**src/rtl/bip_fetch_control_pkg.sv**
```systemverilog
// bip_fetch_control_pkg: opcodes, control encodings, FSM states and control bundle for the BIP sequencer
package bip_fetch_control_pkg;
  localparam logic [4:0] OP_HLT  = 5'd0;
  localparam logic [4:0] OP_STO  = 5'd1;
  localparam logic [4:0] OP_LD   = 5'd2;
  localparam logic [4:0] OP_LDI  = 5'd3;
  localparam logic [4:0] OP_ADD  = 5'd4;
  localparam logic [4:0] OP_ADDI = 5'd5;
  localparam logic [4:0] OP_SUB  = 5'd6;
  localparam logic [4:0] OP_SUBI = 5'd7;
  localparam logic [1:0] SEL_A_RAM = 2'd0;
  localparam logic [1:0] SEL_A_IMM = 2'd1;
  localparam logic [1:0] SEL_A_ALU = 2'd2;
  localparam logic ALU_ADD = 1'b0;
  localparam logic ALU_SUB = 1'b1;
  typedef enum logic [1:0] {S_FETCH, S_DECODE, S_EXEC, S_HALTED} state_t;
  typedef struct packed {
    logic [1:0] sel_a;
    logic       sel_b;
    logic       alu_op;
    logic       wr_acc;
    logic       wr_ram;
    logic       rd_ram;
  } ctrl_t;
endpackage

```
**src/rtl/bip_fetch_control_decoder.sv**
```systemverilog
// bip_fetch_control_decoder: opcode + phase to datapath control bundle and sequencing flags
module bip_fetch_control_decoder
  import bip_fetch_control_pkg::*;
#(
  parameter int OPCODE_WIDTH = 5
) (
  input  state_t                  phase_i,
  input  logic [OPCODE_WIDTH-1:0] opcode_i,
  output ctrl_t                   ctrl_o,
  output logic                    needs_exec_o,
  output logic                    illegal_o,
  output logic                    hlt_o
);
  always_comb begin
    ctrl_o       = '0;
    needs_exec_o = 1'b0;
    illegal_o    = 1'b0;
    hlt_o        = 1'b0;
    if (phase_i == S_DECODE) begin
      case (opcode_i)
        OP_HLT: hlt_o = 1'b1;
        OP_STO: ctrl_o.wr_ram = 1'b1;
        OP_LD, OP_ADD, OP_SUB: begin
          ctrl_o.rd_ram = 1'b1;
          needs_exec_o  = 1'b1;
        end
        OP_LDI: begin
          ctrl_o.sel_a  = SEL_A_IMM;
          ctrl_o.wr_acc = 1'b1;
        end
        OP_ADDI, OP_SUBI: begin
          ctrl_o.sel_a  = SEL_A_ALU;
          ctrl_o.sel_b  = 1'b1;
          ctrl_o.alu_op = (opcode_i == OP_SUBI) ? ALU_SUB : ALU_ADD;
          ctrl_o.wr_acc = 1'b1;
        end
        default: illegal_o = 1'b1;
      endcase
    end else if (phase_i == S_EXEC) begin
      case (opcode_i)
        OP_LD: begin
          ctrl_o.sel_a  = SEL_A_RAM;
          ctrl_o.wr_acc = 1'b1;
        end
        OP_ADD, OP_SUB: begin
          ctrl_o.sel_a  = SEL_A_ALU;
          ctrl_o.alu_op = (opcode_i == OP_SUB) ? ALU_SUB : ALU_ADD;
          ctrl_o.wr_acc = 1'b1;
        end
        default: ;
      endcase
    end
  end
endmodule

```
**src/rtl/bip_fetch_control.sv**
```systemverilog
// bip_fetch_control: BIP instruction sequencer owning the PC, IR, fetch/decode/exec FSM and retire counter
module bip_fetch_control
  import bip_fetch_control_pkg::*;
#(
  parameter int                  PC_WIDTH     = 12,
  parameter int                  INSTR_WIDTH  = 16,
  parameter int                  OPCODE_WIDTH = 5,
  parameter logic [PC_WIDTH-1:0] RESET_PC     = '0
) (
  input  logic                                clk,
  input  logic                                rst,
  input  logic                                run,
  output logic [PC_WIDTH-1:0]                 pm_addr,
  input  logic [INSTR_WIDTH-1:0]              pm_data,
  output logic [INSTR_WIDTH-OPCODE_WIDTH-1:0] operand,
  output logic [1:0]                          sel_a,
  output logic                                sel_b,
  output logic                                alu_op,
  output logic                                wr_acc,
  output logic                                wr_ram,
  output logic                                rd_ram,
  output logic                                halted,
  output logic                                illegal,
  output logic [15:0]                         retired
);
  localparam int AW = INSTR_WIDTH - OPCODE_WIDTH;
  state_t                  state_q, state_d;
  logic [PC_WIDTH-1:0]     pc_q, pc_d;
  logic [INSTR_WIDTH-1:0]  ir_q, ir_d;
  logic [15:0]             retired_q, retired_d;
  ctrl_t                   ctrl;
  logic                    needs_exec, hlt;
  logic                    in_dec, in_exec;
  logic [OPCODE_WIDTH-1:0] opcode;
  assign in_dec  = state_q == S_DECODE;
  assign in_exec = state_q == S_EXEC;
  // DECODE sees the fresh memory word; EXEC replays the latched one
  assign opcode  = in_exec ? ir_q[INSTR_WIDTH-1 -: OPCODE_WIDTH] : pm_data[INSTR_WIDTH-1 -: OPCODE_WIDTH];
  bip_fetch_control_decoder #(.OPCODE_WIDTH(OPCODE_WIDTH)) u_dec (
    .phase_i      (state_q),
    .opcode_i     (opcode),
    .ctrl_o       (ctrl),
    .needs_exec_o (needs_exec),
    .illegal_o    (illegal),
    .hlt_o        (hlt)
  );
  assign pm_addr = pc_q;
  assign operand = in_dec ? pm_data[AW-1:0] : in_exec ? ir_q[AW-1:0] : '0;
  assign sel_a   = ctrl.sel_a;
  assign sel_b   = ctrl.sel_b;
  assign alu_op  = ctrl.alu_op;
  assign wr_acc  = ctrl.wr_acc;
  assign wr_ram  = ctrl.wr_ram;
  assign rd_ram  = ctrl.rd_ram;
  assign halted  = state_q == S_HALTED;
  assign retired = retired_q;
  always_comb begin
    state_d   = state_q;
    pc_d      = pc_q;
    ir_d      = ir_q;
    retired_d = retired_q;
    case (state_q)
      S_FETCH: state_d = run ? S_DECODE : S_FETCH;
      S_DECODE: begin
        ir_d      = pm_data;
        state_d   = hlt ? S_HALTED : needs_exec ? S_EXEC : S_FETCH;
        pc_d      = hlt ? pc_q : pc_q + 1'b1;
        retired_d = (hlt || needs_exec || illegal) ? retired_q : retired_q + 16'd1;
      end
      S_EXEC: begin
        state_d   = S_FETCH;
        retired_d = retired_q + 16'd1;
      end
      default: ;
    endcase
  end
  always_ff @(posedge clk) begin
    if (rst) begin
      state_q   <= S_FETCH;
      pc_q      <= RESET_PC;
      ir_q      <= '0;
      retired_q <= '0;
    end else begin
      state_q   <= state_d;
      pc_q      <= pc_d;
      ir_q      <= ir_d;
      retired_q <= retired_d;
    end
  end
endmodule
```
**config.mk**
```make
export PLATFORM = sky130hd
export DESIGN_NAME = bip_fetch_control
export DESIGN_NICKNAME = d
export VERILOG_FILES = /design/src/rtl/bip_fetch_control_pkg.sv /design/src/rtl/bip_fetch_control_decoder.sv /design/src/rtl/bip_fetch_control.sv
export SDC_FILE = /design/constraint.sdc
export NUM_CORES = 1
export LEC_CHECK = 0
export CAP_MARGIN = 5
export CORE_MARGIN = 5
export CORE_UTILIZATION = 40
export CTS_BUF_LIST = sky130_fd_sc_hd__clkbuf_2
export CTS_CLUSTER_DIAMETER = 200
export DETAILED_ROUTE_END_ITERATION = 8
export MAX_ROUTING_LAYER = met4
export PLACE_DENSITY = 0.72
export REMOVE_ABC_BUFFERS = 1
export SLEW_MARGIN = 10
export SYNTH_ARGS = -nofsm -noshare
export SYNTH_HDL_FRONTEND = slang
export SYNTH_SLANG_ARGS = --single-unit
export TNS_END_PERCENT = 5
```
**constraint.sdc**
```tcl
create_clock -name clk -period 1.65 [get_ports clk]
set_input_delay 0.4125 -clock clk [delete_from_list [all_inputs] [get_ports clk]]
set_output_delay 0.4125 -clock clk [all_outputs]
set_load 0.005 [all_outputs]
```
==> results.json <==
{
  "antenna_left": 0,
  "ir_drop_mv": 0.3258,
  "run_status": "finished with violations",
  "initial_core_util": 0.4042,
  "hold_class": "reg2reg",
  "grt_use_met3": 0.02933,
  "drive_gt1_frac": 0.4031,
  "synth_flop_cell": "dfxtp_1",
  "grt_util_met1": 0.2249,
  "die_w_um": 86.89,
  "relSlewSlack": 0.7630,
  "ioPinCount": 67,
  "cp-start-kind": "register",
  "fin_worst_skew_ps": 14.31,
  "use_met2": 0.2968,
  "clock-sinks": 46,
  "power_density_nw_per_um2": 510.7,
  "violations": "setup timing",
  "viasPerCell": 5.455,
  "clockBufferDepth": 2,
  "worstPathArrival_ps": 1950,
  "stdcell_area_sq_um": 3691,
  "setup_viol": 47,
  "tns_ps": -18300,
  "worst_pin_slew_ps": 352.5,
  "grt_pass1_wl_um": 10670,
  "top_usage_layer": "met2",
  "drc": 0,
  "fillCellCount": 513,
  "path_max_fanout": 5,
  "async_reset_ff_frac": 0,
  "max_cap_violations": 0,
  "dpl_worst_slack_ps": -924.9,
  "min_period_ps": 2358,
  "hpwlAfterDp_um": 4635,
  "syn_area_sq_um": 2365,
  "fin_crit_sh": 1.429,
  "core-area_sq_um": 5851,
  "worst_slack_ps": -708.2,
  "first_global_vias": 2391,
  "cts-buffers-inserted": 5,
  "hold_buffers": 0,
  "final_common_cell": "buf_4",
  "ys_types": 38,
  "rows": 28,
  "required_ps": 1240,
  "synth_area_per_cell_sq_um": 8.957,
  "cts_tree": "done",
  "critPathKind": "reg2out",
  "synth_edf_count": 0,
  "grtUsageTotal": 0.1769,
  "dr.pass1.iters": 4,
  "rsz0062_at_grt": "true",
  "port_buffers": 66,
  "drv_slew": 0,
  "root_buffer": "clkbuf_2",
  "dr_total_vias": 2493,
  "grt_start_max_net_pins": 29,
  "ys_warn_count": 0,
  "dpl_cell_area_sq_um": 3407,
  "path_clk_slew_ps": 210,
  "die_h_um": 86.89,
  "gp_congestion": 0.7927,
  "dr.first_iter.drc_count": 55,
  "areaGrowthSynthToFinish_pct": 56.08,
  "htreeDepth": 2,
  "synth-seq-area-share": 0.3894,
  "fmax_mhz": 424.0,
  "dieArea_sq_um": 7550,
  "routedWlPerCell_um": 14.62,
  "grt-ovfl-total": 0,
  "final_cell_mix": "buf_4, dfxtp_2, nor2_1",
  "final_nets": 407,
  "synth-seq-cells": 46,
  "power.leakage_nw": 1.529,
  "hold_viol": 0,
  "antenna_cells": 0,
  "antenna_found_initial": 0,
  "synth_cells": 264,
  "wl_um": 6681,
  "cp-end-kind": "primary output",
  "clock_latency_ps": 410
}
-- per-layer routing --
| layer | wire, um | up-vias |
|---|---|---|
| li1 | - | 1242 |
| met2 | 3414 | 47 |
| met1 | 2976 | 1196 |
| met4 | 55 | 0 |
| met3 | 235 | 8 |
| met5 | 0 | - |
-- registers in the layout (all words and copies together), names as in the netlist --
register and cells:
ir_q 16, pm_addr 12, retired 16, state_q 2
-- cell families (layout without fill, tap and decap cells) --
group                      after synthesis  in the layout  synth area share
buffers and inverters                   23            141           0.04868
xor gates and xnor gates                 1              1          0.003704
muxes                                   21             21           0.08942
and+or+nand+nor                         96             96            0.2381
adders and majority gates                6              6           0.03175
DFF                                     46             46            0.3894
AOI/OAI and AO/OA                       71             71            0.1989
-- stage by stage --
step           power [W]  hold WS (ps)  std cells  utilization
6_report        0.001885         497.9        457       0.6309
5_1_grt         0.001974         505.9        457       0.6309
4_1_cts         0.001906         499.0        455       0.6215
3_5_place_dp    0.001445         483.0        436       0.5823
3_3_place_gp    0.001439         463.5        436       0.5823
2_1_floorplan   0.001268         461.3        249            -
-- synth_stat cells (2+ instances only) --
library cell | count | area (sq um)
ha_1 | 6 | 75.07
o31ai_1 | 16 | 120.1
buf_6 | 3 | 33.78
nor3_1 | 2 | 10.01
or4_1 | 15 | 112.6
nand3b_1 | 2 | 15.01
and4_1 | 3 | 26.28
nor2b_1 | 3 | 18.77
nand4_1 | 8 | 50.05
a22o_1 | 11 | 96.34
nor2_1 | 26 | 97.59
and3_1 | 2 | 12.51
clkbuf_1 | 7 | 26.28
buf_2 | 5 | 25.02
nand2_1 | 10 | 37.54
a21oi_1 | 27 | 135.1
nand3_1 | 5 | 25.02
or3_1 | 10 | 62.56
nor3b_1 | 3 | 22.52
inv_1 | 8 | 30.03
o21ai_0 | 11 | 55.05
dfxtp_1 | 46 | 920.9
mux2i_1 | 20 | 200.2
-- worst paths after layout --
check                            startpoint  slack, ps          end  cells past startpoint
worst max-delay path             state_q[0]       -710     sel_a[0]                      8
worst min-delay path            pm_addr[11]        500  pm_addr[11]                      2
worst max register to register   state_q[1]       -440  retired[13]                      9
worst min register to register  pm_addr[11]        500  pm_addr[11]                      2
-- worst max-delay path: stages (launching register included) --
cell and delay [ps]:
dfxtp_2 380, inv_2 50, ha_4 170, buf_6 130
mux2i_4 190, nand3b_1 190, buf_4 150, nor3b_2 140
buf_2 130
-- repair_timing --
| action | CTS | global route |
|---|---|---|
| gates cloned | 1 | 0 |
| endpoints found under the setup margin | 78 | 54 |
| setup buffers | 11 | 2 |
| pin swaps | 37 | 8 |
| resized for setup | 163 | 32 |
-- final cells by class --
class	count	area, sq um	share of cell area
multi-input cells	195	1490	0.4037
well taps	75	93.84	0.02542
flip-flops and latches	46	968.4	0.2624
clock inverters	2	10.01	0.002712
clock buffers	5	25.02	0.006780
repair buffers	126	1071	0.2902
inverters	8	32.53	0.008814
-- power by group --
part | switching (W) | internal, W | leakage [nW] | total, W
Sequential | 0.0000169 | 0.00113 | 0.389 | 0.00115
Combinational | 0.000129 | 0.000163 | 1.11 | 0.000291
Clock | 0.000354 | 0.0000920 | 0.0286 | 0.000446
Total | 0.000500 | 0.00139 | 1.53 | 0.00189
No activity file was read; power rests on OpenSTA's default activity.
